===== config.mk =====
export PLATFORM = sky130hd
export DESIGN_NAME = board_input_conditioner
export DESIGN_NICKNAME = d
export VERILOG_FILES = /design/src/rtl/board_input_conditioner.sv
export SDC_FILE = /design/constraint.sdc
export NUM_CORES = 1
export LEC_CHECK = 0
export ABC_AREA = 1
export ABC_CLOCK_PERIOD_IN_PS = 1500
export BUFFER_PORTS_ARGS = -buffer_cell sky130_fd_sc_hd__buf_2
export CORE_MARGIN = 2
export CORE_UTILIZATION = 54
export DETAILED_ROUTE_END_ITERATION = 8
export GPL_TIMING_DRIVEN = 0
export PLACE_DENSITY = 0.85
export SLEW_MARGIN = 20
export SYNTH_ARGS = -nofsm -noshare
export SYNTH_HDL_FRONTEND = slang
export SYNTH_SLANG_ARGS = --single-unit
export TNS_END_PERCENT = 10

===== constraint.sdc =====
create_clock -name CLOCK_50 -period 1.5 [get_ports CLOCK_50]
set_input_delay 0.3 -clock CLOCK_50 [delete_from_list [all_inputs] [get_ports CLOCK_50]]
set_output_delay 0.3 -clock CLOCK_50 [all_outputs]
set_load 0.01 [all_outputs]

===== src/rtl/board_input_conditioner.sv =====
// board_input_conditioner: synchronizes and debounces KEY[3:1] and SW[17:0] into CLOCK_50,
// producing clean levels plus one-cycle press/release/change pulses.   Rev 1.0
`default_nettype none

module board_input_conditioner #(
  parameter int DEBOUNCE_CYCLES = 500000,
  parameter int SYNC_STAGES     = 2,
  parameter int KEY_WIDTH       = 3,
  parameter int SW_WIDTH        = 18
) (
  input  logic                 CLOCK_50,
  input  logic                 KEY0,
  input  logic [KEY_WIDTH-1:0] key_raw,
  input  logic [SW_WIDTH-1:0]  sw_raw,
  output logic [KEY_WIDTH-1:0] key_level,
  output logic [KEY_WIDTH-1:0] key_press,
  output logic [KEY_WIDTH-1:0] key_release,
  output logic [SW_WIDTH-1:0]  sw_stable,
  output logic                 sw_changed
);

  localparam int              CNT_W    = $clog2(DEBOUNCE_CYCLES + 1);
  localparam logic [CNT_W-1:0] CNT_LAST = CNT_W'(DEBOUNCE_CYCLES - 1);

  typedef enum logic [0:0] {
    RELEASED = 1'b0,
    PRESSED  = 1'b1
  } key_state_t;

  logic [KEY_WIDTH-1:0] key_sync [SYNC_STAGES];
  logic [SW_WIDTH-1:0]  sw_sync  [SYNC_STAGES];
  logic [KEY_WIDTH-1:0] ks;
  logic [SW_WIDTH-1:0]  ss;

  // Keys reset to the released (high) level so a held key is re-debounced after reset.
  always_ff @(posedge CLOCK_50 or negedge KEY0) begin
    if (!KEY0) begin
      for (int i = 0; i < SYNC_STAGES; i++) begin
        key_sync[i] <= '1;
        sw_sync[i]  <= '0;
      end
    end else begin
      key_sync[0] <= key_raw;
      sw_sync[0]  <= sw_raw;
      for (int i = 1; i < SYNC_STAGES; i++) begin
        key_sync[i] <= key_sync[i-1];
        sw_sync[i]  <= sw_sync[i-1];
      end
    end
  end

  assign ks = ~key_sync[SYNC_STAGES-1];
  assign ss = sw_sync[SYNC_STAGES-1];

  generate
    for (genvar g = 0; g < KEY_WIDTH; g++) begin : g_key
      key_state_t       state;
      logic [CNT_W-1:0] cnt;
      logic             press;
      logic             rel;

      always_ff @(posedge CLOCK_50 or negedge KEY0) begin
        if (!KEY0) begin
          state <= RELEASED;
          cnt   <= '0;
          press <= 1'b0;
          rel   <= 1'b0;
        end else begin
          press <= 1'b0;
          rel   <= 1'b0;
          case (state)
            RELEASED: begin
              if (!ks[g]) begin
                cnt <= '0;
              end else if (cnt == CNT_LAST) begin
                state <= PRESSED;
                cnt   <= '0;
                press <= 1'b1;
              end else begin
                cnt <= cnt + CNT_W'(1);
              end
            end
            PRESSED: begin
              if (ks[g]) begin
                cnt <= '0;
              end else if (cnt == CNT_LAST) begin
                state <= RELEASED;
                cnt   <= '0;
                rel   <= 1'b1;
              end else begin
                cnt <= cnt + CNT_W'(1);
              end
            end
            default: begin
              state <= RELEASED;
              cnt   <= '0;
            end
          endcase
        end
      end

      assign key_level[g]   = (state == PRESSED);
      assign key_press[g]   = press;
      assign key_release[g] = rel;
    end
  endgenerate

  logic [SW_WIDTH-1:0] sw_cand;
  logic [CNT_W-1:0]    sw_cnt;

  // The whole bank shares one qualification window; any bit moving restarts it.
  always_ff @(posedge CLOCK_50 or negedge KEY0) begin
    if (!KEY0) begin
      sw_cand    <= '0;
      sw_cnt     <= '0;
      sw_stable  <= '0;
      sw_changed <= 1'b0;
    end else begin
      sw_changed <= 1'b0;
      if (ss != sw_cand) begin
        sw_cand <= ss;
        sw_cnt  <= '0;
      end else if (sw_cand != sw_stable) begin
        if (sw_cnt == CNT_LAST) begin
          sw_stable  <= sw_cand;
          sw_cnt     <= '0;
          sw_changed <= 1'b1;
        end else begin
          sw_cnt <= sw_cnt + CNT_W'(1);
        end
      end else begin
        sw_cnt <= '0;
      end
    end
  end

endmodule

`default_nettype wire


== Yosys cells after proc, flatten, opt, wreduce, memory -nomap -nowiden ==
Cells that the tools add are included.

* Output and inout bits: 28
* Bits in registers: 164

* Reduce and logical (&&, ||, !) cells: 1
* $add $sub $neg: 4
* Equality and inequality tests: 6
* Muxes and demuxes: 42
* Bitwise logic cells: 5

{| class="wikitable"
|+ Operators by type and width
! cell !! count
|-
| two-way mux 19 bit || 12
|-
| case mux 19 bit (2 select lines) || 3
|-
| adder 19 x 1 -> 19 bit, second input constant || 4
|-
| equality test 19 bit, second input constant || 4
|-
| inequality test 18 bit || 2
|-
| two-way mux 1 bit || 24
|-
| case mux 1 bit (2 select lines) || 3
|-
| NOT 1 bit || 4
|-
| NOT 3 bit || 1
|-
| AND reduction 3 bit || 1
|}

== Logic depth before layout (Yosys ltp) ==
* Word-level depth: 4
* Gate-level depth with buffers: 12
* Gate-level depth less buffers: 11

== Least setup slack after synthesis ==
No wires, ideal clock.

* Path kind: flip-flop to flip-flop
* From: register sw_cnt[0]
* To: register sw_cnt[12]
* Slack: -0.056 ns
* Stages on the path, launching flop included: 9
* Path buffers: 0
* Clock period less this slack: 1.556 ns
* Data arrival time: 1.432 ns
* Path through: dfrtp_1 > ha_1 > nand2_1 > nor3_2 > inv_2 > nor2_1 > nand2_1 > xor2_1 > nor2_4

* Word-level cells in the longest chain between the ends: 4
* Elaborated cells between the ends (all ways): 5
* Classes of those cells: 1 x add/sub; 1 x eq/ne; 3 x mux

{| class="wikitable"
|+ Ends and longest elaborated chain
! element !! line !! RTL
|-
| from (decl) || 109 || <nowiki>logic [CNT_W-1:0] sw_cnt;</nowiki>
|-
| from (signal assigned) || 129 || <nowiki>sw_cnt <= sw_cnt + CNT_W'(1);</nowiki>
|-
| adder 19 x 1 -> 19 bit or equality test 19 bit (tied branches) || 129, 124 ||
|-
| two-way mux 19 bit (*) || 124 || <nowiki>if (sw_cnt == CNT_LAST) begin</nowiki>
|-
| two-way mux 19 bit (*) || 123 || <nowiki>end else if (sw_cand != sw_stable) begin</nowiki>
|-
| two-way mux 19 bit (*) || 120 || <nowiki>if (ss != sw_cand) begin</nowiki>
|}

Every way passes the cells marked *; elsewhere a longest branch is shown, timed or not.
A chain may end at the register's enable or synchronous reset.

== Worst setup path after layout ==
* From: register sw_cnt[5]
* To: register sw_stable[15]

* Word-level cells in the longest chain between the ends: 2

{| class="wikitable"
|+ Ends and longest elaborated chain
! element !! line !! RTL
|-
| equality test 19 bit || 124 ||
|-
| AND reduction 3 bit (no source line) || n/a ||
|-
| to (signal assigned) || 125 || <nowiki>sw_stable <= sw_cand;</nowiki>
|-
| to (decl) || 18 || <nowiki>output logic [SW_WIDTH-1:0] sw_stable,</nowiki>
|}

No other way between the ends.

==> flow_metrics.tcl <==
set metrics [dict create \
    status "finished, violations left" \
    violations "setup timing" \
    multiInputGateArea_um2 3150 \
    r2r-end "sw_stable[15]$_DFFE_PN0P_" \
    avgSynthCellArea_um2 8.81 \
    start_kind "flop" \
    cts_max_level 4 \
    setup_slack_ns -0.224 \
    min_period_ns 1.72 \
    vias 5999 \
    ys_seq_area_share_pct 54.8 \
    layout.cells.non_filler 1166 \
    drive_gt1_share_pct 28.9 \
    hold_viol 0 \
    clock-sinks 164 \
    first_iter_violations 596 \
    fillers 968 \
    syn_inst 852 \
    finalCritPeriodShare_pct 115 \
    dp_slack_ns -0.332 \
    leakage_nw 4.42 \
    worstPathMaxFanout 5 \
    power_density_nw_per_um2 1000 \
    cp-end-kind "flop" \
    ys_ff_latch 164 \
    yosys_warnings 0 \
    drt-total-wl_mm 16.4 \
    cts-buffers-inserted 17 \
    grt_pass1_vias 5742 \
    r2r_slack_ns -0.22 \
    routed-wl-met2_mm 8.49 \
    vdd_drop_max_mv 0.901 \
    die_y_um 122 \
    die-area_um2 14900 \
    num_antenna_cells 0 \
    io_buffers 50 \
    clock_path_buffers 2 \
    cp.arrival_ns 2.04 \
    max_slew.worst_pin.slew_ns 0.397 \
    gp_congestion 0.881 \
    hp-class "in2async" \
    seqCellArea_um2 4120 \
    grt_pass1_wl_mm 26.9 \
    grt_max_degree 67 \
    clk_pin_slew_worst_paths_ns 0.06 \
    grt-ovfl-total 0 \
    ff2ff_path_depth 9 \
    viasPerCell 5.14 \
    drc_errors 0 \
    ant_nets 0 \
    row_count 43 \
    max_freq_mhz 580 \
    drv_cap 0 \
    rsz0062_at_grt "yes" \
    report.final.slew_viol_count 0 \
    crit_required_ns 1.82 \
    start_util_pct 54.7 \
    drt_pass1_iterations 5 \
    slew_headroom_pct 73.3 \
    hpwlAfterDp_mm 9.84 \
    grt_usage_pct 23.1 \
    syn2layout_area_growth_pct 27.8 \
    nets 1000 \
    r2r-start "sw_cnt[5]$_DFF_PN0_" \
    top_layer "met4" \
    synth_area_um2 7500 \
    antenna_found_initial 0 \
    synthDistinctLibCells 36 \
    coreArea_um2 13700 \
    cts_root_buf "clkbuf_16" \
    wl_met3_um 814 \
    die_x_um 122 \
    cts_tree "built" \
    wl_per_cell_um 14.0 \
    clk_latency_ns 0.44 \
    finalSetupViolCount 55 \
    met1_length_mm 6.77 \
    syn-num-nets 879 \
    criticalPathCategory "reg2reg" \
    ios 51 \
    fin_skew_ns 0.00889 \
    dpl.cell_count 1084 \
]
registers in the layout (all words and copies together), names as in the netlist, named ones only:
| name | count |
|---|---|
| g_key.press | 3 |
| sw_changed | 1 |
| g_key.cnt | 57 |
| sw_cand | 18 |
| sw_cnt | 19 |
| g_key.rel | 3 |
| key_sync | 6 |
| ss | 18 |
| sw_stable | 18 |
| sw_sync | 18 |
worst max-delay path by stage:
stage	startpoint	end	slack, ns	cells past startpoint
after global routing	sw_cnt[11]$_DFF_PN0_	sw_stable[15]$_DFFE_PN0P_	-0.30	9
after global placement	KEY0	sw_cnt[17]$_DFF_PN0_	-2.30	1
final	sw_cnt[5]$_DFF_PN0_	sw_stable[15]$_DFFE_PN0P_	-0.22	9
after CTS	ss[16]$_DFF_PN0_	sw_stable[9]$_DFFE_PN0P_	-0.17	9
after detailed placement	g_key[1].cnt[0]$_DFF_PN0_	g_key[1].cnt[12]$_DFF_PN0_	-0.33	9
after floorplan	g_key[1].cnt[0]$_DFF_PN0_	g_key[1].cnt[12]$_DFF_PN0_	-0.02	9
cell usage in the layout (no fill, tap or decap), types with 9 or more instances in the layout:
cell / count
clkbuf_1: 19
nand2_1: 168
xor2_1: 32
nor2_4: 24
nor2_1: 95
dlygate4sd3_1: 22
nand4_1: 42
a21oi_1: 14
xnor2_1: 9
nand3_1: 17
nand3_2: 12
nor3_1: 18
dfrtp_1: 148
clkbuf_16: 19
inv_2: 22
buf_4: 33
nand2_2: 30
buf_2: 49
nor2_2: 22
inv_1: 86
o21ai_0: 12
dfrtp_2: 10
critical path, stage by stage (launching register included):
cell       delay [ns]
dfrtp_1          0.44
inv_2            0.11
nand4_1          0.16
nor2_2           0.17
nand2_1          0.10
nor2_4           0.17
nand3_4          0.16
clkbuf_16        0.20
nand2_2          0.05
nand2_1          0.04
Yosys cell counts, drive strengths merged:
master	n	area, µm²
nand4	42	263
nor3b	2	15.0
clkbuf	18	67.6
or2	1	6.26
nor3	26	145
nand3	33	210
nor2	142	667
xnor2	9	78.8
o21ai	20	100
dfstp	6	158
a31oi	4	25.0
dfrtp	158	3950
xor2	32	280
nand2	201	787
o31ai	1	7.51
a211oi	1	7.51
buf	19	136
a21oi	16	80.1
inv	109	409
ha	4	50.1
o211ai	1	7.51
nor4	5	37.5
o22ai	2	12.5
logic make-up after synthesis:
kind of cell             Yosys count  synth area share (%)
flip-flops                       164                  54.8
buffers and inverters            146                  8.17
XOR/XNOR                          41                  4.79
AND/OR/NAND/NOR                  452                  28.4
AO/OA/AOI/OAI                     45                  3.20
adder cells (fa/ha/maj)            4                 0.667
routing by layer:
layer | GRT usage [%] | vias to the layer above
li1 | - | 2912
met1 | 29.8 | 2882
met2 | 38.6 | 179
met3 | 5.10 | 26
met4 | 8.55 | 0
met5 | 0 | -
report_power, final:
part | internal [mW] | switching, mW | total, mW
clock network | 2.69 | 1.83 | 4.52
registers | 4.53 | 0.0895 | 4.62
logic | 0.201 | 0.249 | 0.449
final cells by class:
type	count	share of cell area, %
clock buffer	19	4.62
tap	180	2.35
clock inverter	13	1.81
multi-input combinational	542	32.9
inverter	109	4.29
sequential	164	43.0
timing repair buffer	102	8.43
buffer	37	2.61
timing repair:
item / 4_1_cts / 5_1_grt
hold endpoints to repair: 54 / 0
pin swaps: 16 / 17
gates cloned: 1 / 2
buffers inserted: 13 / 12
hold buffers: 22 / 0
endpoints found under the setup margin: 99 / 101
resized for setup: 55 / 76
per-stage QoR:
stage	power (mW)	hold slack [ns]	utilization (%)	TNS, ns	area (µm²)
global route	9.93	0.353	69.9	-13.72	9590
finish	9.59	0.325	69.9	-6.21	9590
global placement	5.00	0.333	58.4	-382.15	8010
CTS	9.60	0.339	67.3	-6.17	9230
floorplan	4.83	0.00441	-	-0.177	7540
detailed placement	5.03	0.197	58.9	-15.45	8080
Note: power is estimated with default switching activity, not from simulation.
